[src/rtl/instr_obi_arbiter.sv]
// instr_obi_arbiter
//   Shares one instruction-memory OBI read port between two requesters (m0: core fetch,
//   m1: secondary read-only fetch). Round-robin arbitration with a hold lock keeps a
//   presented request stable until granted. An in-order ID FIFO routes each response back
//   to the requester that issued it.
//
// Ports
//   clk, rst_n            clock, asynchronous active-low reset
//   m0_*/m1_*             requester side: req/addr in; gnt/rvalid/rdata/err out
//   s_*                   shared port: req/addr out; gnt/rvalid/rdata/err in
//   outstanding           current ID FIFO occupancy
//   protocol_err          sticky flag, set when a response arrives with nothing outstanding
module instr_obi_arbiter #(
    parameter int unsigned MaxOutstanding = 4,
    parameter int unsigned DW             = 64
) (
    input  logic                                  clk,
    input  logic                                  rst_n,
    input  logic                                  m0_req,
    input  logic [31:0]                           m0_addr,
    output logic                                  m0_gnt,
    output logic                                  m0_rvalid,
    output logic [DW-1:0]                         m0_rdata,
    output logic                                  m0_err,
    input  logic                                  m1_req,
    input  logic [31:0]                           m1_addr,
    output logic                                  m1_gnt,
    output logic                                  m1_rvalid,
    output logic [DW-1:0]                         m1_rdata,
    output logic                                  m1_err,
    output logic                                  s_req,
    output logic [31:0]                           s_addr,
    input  logic                                  s_gnt,
    input  logic                                  s_rvalid,
    input  logic [DW-1:0]                         s_rdata,
    input  logic                                  s_err,
    output logic [$clog2(MaxOutstanding+1)-1:0]   outstanding,
    output logic                                  protocol_err
);

    localparam int unsigned CntW = $clog2(MaxOutstanding + 1);
    localparam int unsigned PtrW = (MaxOutstanding > 1) ? $clog2(MaxOutstanding) : 1;
    localparam logic [CntW-1:0] CntMax  = CntW'(MaxOutstanding);
    localparam logic [PtrW-1:0] PtrLast = PtrW'(MaxOutstanding - 1);

    logic                      prio_q, prio_d;
    logic                      lock_vld_q, lock_vld_d;
    logic                      lock_id_q, lock_id_d;
    logic [MaxOutstanding-1:0] fifo_q, fifo_d;
    logic [PtrW-1:0]           rd_ptr_q, rd_ptr_d;
    logic [PtrW-1:0]           wr_ptr_q, wr_ptr_d;
    logic [CntW-1:0]           count_q, count_d;
    logic                      perr_q, perr_d;

    logic        winner;
    logic        win_req;
    logic [31:0] win_addr;
    logic        full;
    logic        push;
    logic        pop;
    logic        head;

    function automatic logic [PtrW-1:0] ptr_inc(input logic [PtrW-1:0] p);
        return (p == PtrLast) ? '0 : p + PtrW'(1);
    endfunction

    // Winner: a locked request keeps the port; otherwise round-robin on contention.
    always_comb begin
        winner = 1'b0;
        if (lock_vld_q) begin
            winner = lock_id_q;
        end else if (m0_req && m1_req) begin
            winner = prio_q;
        end else if (m1_req) begin
            winner = 1'b1;
        end
    end

    assign win_req  = winner ? m1_req  : m0_req;
    assign win_addr = winner ? m1_addr : m0_addr;

    // Full is judged on the registered count only, so a same-cycle pop never frees a slot.
    assign full   = (count_q == CntMax);
    assign s_req  = win_req & ~full;
    assign s_addr = win_req ? win_addr : 32'h0;

    assign m0_gnt = s_gnt & s_req & ~winner;
    assign m1_gnt = s_gnt & s_req &  winner;

    assign push = s_req & s_gnt;
    assign pop  = s_rvalid & (count_q != '0);
    assign head = fifo_q[rd_ptr_q];

    assign m0_rvalid = pop & ~head;
    assign m1_rvalid = pop &  head;
    assign m0_rdata  = m0_rvalid ? s_rdata : '0;
    assign m1_rdata  = m1_rvalid ? s_rdata : '0;
    assign m0_err    = m0_rvalid & s_err;
    assign m1_err    = m1_rvalid & s_err;

    assign outstanding  = count_q;
    assign protocol_err = perr_q;

    always_comb begin
        prio_d     = prio_q;
        lock_vld_d = lock_vld_q;
        lock_id_d  = lock_id_q;
        fifo_d     = fifo_q;
        rd_ptr_d   = rd_ptr_q;
        wr_ptr_d   = wr_ptr_q;
        count_d    = count_q;
        perr_d     = perr_q;

        // Lock is only touched while s_req is high, so it survives cycles where full
        // suppresses the request.
        if (push) begin
            lock_vld_d = 1'b0;
        end else if (s_req) begin
            lock_vld_d = 1'b1;
            lock_id_d  = winner;
        end

        if (push) begin
            fifo_d[wr_ptr_q] = winner;
            wr_ptr_d         = ptr_inc(wr_ptr_q);
            prio_d           = ~winner;
        end

        if (pop) begin
            rd_ptr_d = ptr_inc(rd_ptr_q);
        end

        unique case ({push, pop})
            2'b10:   count_d = count_q + CntW'(1);
            2'b01:   count_d = count_q - CntW'(1);
            default: count_d = count_q;
        endcase

        if (s_rvalid && (count_q == '0)) begin
            perr_d = 1'b1;
        end
    end

    always_ff @(posedge clk or negedge rst_n) begin
        if (!rst_n) begin
            prio_q     <= 1'b0;
            lock_vld_q <= 1'b0;
            lock_id_q  <= 1'b0;
            fifo_q     <= '0;
            rd_ptr_q   <= '0;
            wr_ptr_q   <= '0;
            count_q    <= '0;
            perr_q     <= 1'b0;
        end else begin
            prio_q     <= prio_d;
            lock_vld_q <= lock_vld_d;
            lock_id_q  <= lock_id_d;
            fifo_q     <= fifo_d;
            rd_ptr_q   <= rd_ptr_d;
            wr_ptr_q   <= wr_ptr_d;
            count_q    <= count_d;
            perr_q     <= perr_d;
        end
    end

endmodule

[config.mk]
export PLATFORM = sky130hd
export DESIGN_NAME = instr_obi_arbiter
export DESIGN_NICKNAME = d
export VERILOG_FILES = /design/src/rtl/instr_obi_arbiter.sv
export SDC_FILE = /design/constraint.sdc
export NUM_CORES = 1
export LEC_CHECK = 0
export BUFFER_PORTS_ARGS = -buffer_cell sky130_fd_sc_hd__buf_4
export CORE_AREA = 2 2 120 122
export DETAILED_ROUTE_END_ITERATION = 16
export DIE_AREA = 0 0 122 124
export GPL_TIMING_DRIVEN = 0
export PLACE_DENSITY = 0.53
export RECOVER_POWER = 50
export REMOVE_ABC_BUFFERS = 1
export SLEW_MARGIN = 25
export SYNTH_ARGS = -nofsm -noshare
export SYNTH_HDL_FRONTEND = slang
export SYNTH_SLANG_ARGS = --single-unit
[constraint.sdc]
create_clock -name clk -period 3.4 [get_ports clk]
set_input_delay 0.68 -clock clk [delete_from_list [all_inputs] [get_ports clk]]
set_output_delay 0.68 -clock clk [all_outputs]
set_load 0.1 [all_outputs]
==> results.json <==
{
  "syn_inst": 406,
  "maxCapViolCount": 0,
  "drt_iter0_markers": 170,
  "cts-resized-gates": 0,
  "slew_headroom": 0.202,
  "path_clk_slew_ns": 0.05,
  "vias": 3607,
  "viasPerCell": 4.19,
  "grt_first_pass_wirelength_mm": 16.6,
  "cp.required_ns": 2.72,
  "path_class": "flop to primary output",
  "synth.distinct_cells": 33,
  "grt_setup_unrepaired": "false",
  "async_flop_share": 1.00,
  "rows": 43,
  "cts_buffer_depth": 2,
  "period_share": 0.919,
  "final_util": 0.339,
  "grt_pass1_vias": 3127,
  "grt-ovfl-total": 0,
  "wl_mm": 11.6,
  "outcome": "finished clean",
  "yosys_warnings": 0,
  "dp_hpwl_mm": 9.68,
  "place.gp.congestion": 0.795,
  "cts_max_level": 1,
  "grt_max_degree": 92,
  "die_w_um": 122,
  "critPathLaunchType": "flop",
  "start_util": 0.171,
  "cp-end-kind": "primary output",
  "crit_fanout": 77,
  "first_pass_iters": 6,
  "syn_to_final_growth_pct": 98.5,
  "drc": 0,
  "ys_seq_elements": 15,
  "synth-edff-count": 0,
  "post_synth.cell_area_avg_sq_um": 5.78,
  "nNetsFinal": 822,
  "hold_violations": 0,
  "tns_ns": 0,
  "synth-main-ff-cell": "dfrtp_1",
  "cts_hold_buf": 0,
  "drive_gt1_frac": 0.461,
  "fill_cells": 1540,
  "clock_sinks": 15,
  "wl_per_cell_um": 13.5,
  "clock.fmax_mhz": 320,
  "io_buffer_count": 305,
  "syn_area_sq_um": 2340,
  "setup_viol_count_final": 0,
  "cts-root-buf": "clkbuf_16",
  "coreArea_sq_um": 13700,
  "clk_latency_ns": 0.25,
  "period_minus_slack_ns": 3.13,
  "hold_class": "flop to flop",
  "worst_pin_slew_ns": 1.20,
  "numCtsBuffers": 3,
  "finalMaxSlewViolations": 0,
  "yosysSeqAreaShare": 0.160,
  "dieArea_sq_um": 15100,
  "grt_use_total": 0.134,
  "antenna_found_initial": 1,
  "tritoncts": "built",
  "die_h_um": 124,
  "io_pins": 306,
  "crit_arrival_ns": 2.45,
  "fin_skew_ns": 0.00240,
  "post-cts-setup-buffers": 0,
  "postRouteAntennaNets": 0
}
[cells in the final DEF, fill, tap and decap left out, types with 5 or more instances in the layout]
master / instances
dfrtp_1: 15
buf_4: 237
inv_1: 9
a21oi_1: 32
clkbuf_1: 5
ha_1: 6
clkbuf_4: 20
clkbuf_2: 43
nor2_1: 69
nand2_1: 133
and3_1: 65
[worst paths after layout]
check	from	endpoint	slack [ns]	cells after the start
setup / recovery	rd_ptr_q[0]	m0_rdata[27]	0.27	4
min in group asynchronous	rst_n	outstanding[2]	0.51	1
hold reg to reg	protocol_err	protocol_err	0.46	1
setup reg to reg	lock_vld_q	outstanding[2]	0.58	8
hold / removal	protocol_err	protocol_err	0.46	1
max in group asynchronous	rst_n	rd_ptr_q[0]	2.38	1
[sequential cells by signal, indices dropped and copies added (netlist names)]
signal,flops
fifo_q,4
wr_ptr_q,2
prio_q,1
outstanding,3
protocol_err,1
rd_ptr_q,2
lock_id_q,1
lock_vld_q,1
[through the flow]
stage	cell area [sq um]	worst slack (ns)	instances	hold slack, ns
floorplan	2120	-0.910	367	0.384
global placement	4630	-0.634	852	0.443
detailed placement	4720	0.409	855	0.447
CTS	4800	0.294	859	0.292
global route	4650	0.0874	860	0.502
finish	4650	0.274	860	0.456
[cells in the mapped netlist, types with 2 or more instances]
library cell,number,area (sq um)
xor2_1,2,17.5
buf_6,7,78.8
nor3_1,3,15.0
inv_1,9,33.8
dfrtp_1,15,375
o31ai_1,4,30.0
or3b_1,2,17.5
a21o_1,4,30.0
nand2_1,133,499
nor2b_1,2,12.5
o21ai_0,4,20.0
and3_1,65,407
buf_2,21,105
ha_1,6,75.1
clkbuf_1,11,41.3
nor2_1,69,259
o21a_1,2,15.0
a21oi_1,32,160
[logic make-up after synthesis]
family	count (synthesis)	share of synthesized area
simple gates	278	0.528
buf+inv	49	0.112
compound gates	50	0.124
mux	4	0.0235
xor+xnor	3	0.0112
flops	15	0.160
fa+ha+maj	7	0.0406
[worst max-delay path: stages, from the launching register on]
cell and delay [ns]:
dfrtp_1 0.40, mux4_4 0.96, buf_12 0.31, nor2_1 0.17
buf_4 0.31
[area by class of cell]
cell class / count / area, sq um / area share
tap: 180 / 225 / 0.0484
timing repair buffer: 308 / 2210 / 0.475
clock buffer: 3 / 75.1 / 0.0161
multi-input combinational: 342 / 1720 / 0.370
sequential: 15 / 375 / 0.0807
antenna: 1 / 2.50 / 0.000538
inverter: 10 / 40.0 / 0.00860
clock inverter: 1 / 5.00 / 0.00108
[routing by layer]
metal / part of all wire / GRT usage
met1: 0.42 / 0.173
met5: 0 / 0
met3: 0.078 / 0.0197
met2: 0.49 / 0.238
met4: 0.011 / 0.0230
Power is left out: the tool's default activity adds up to more than one toggle a clock period on the data nets, which glitch-free logic cannot reach.
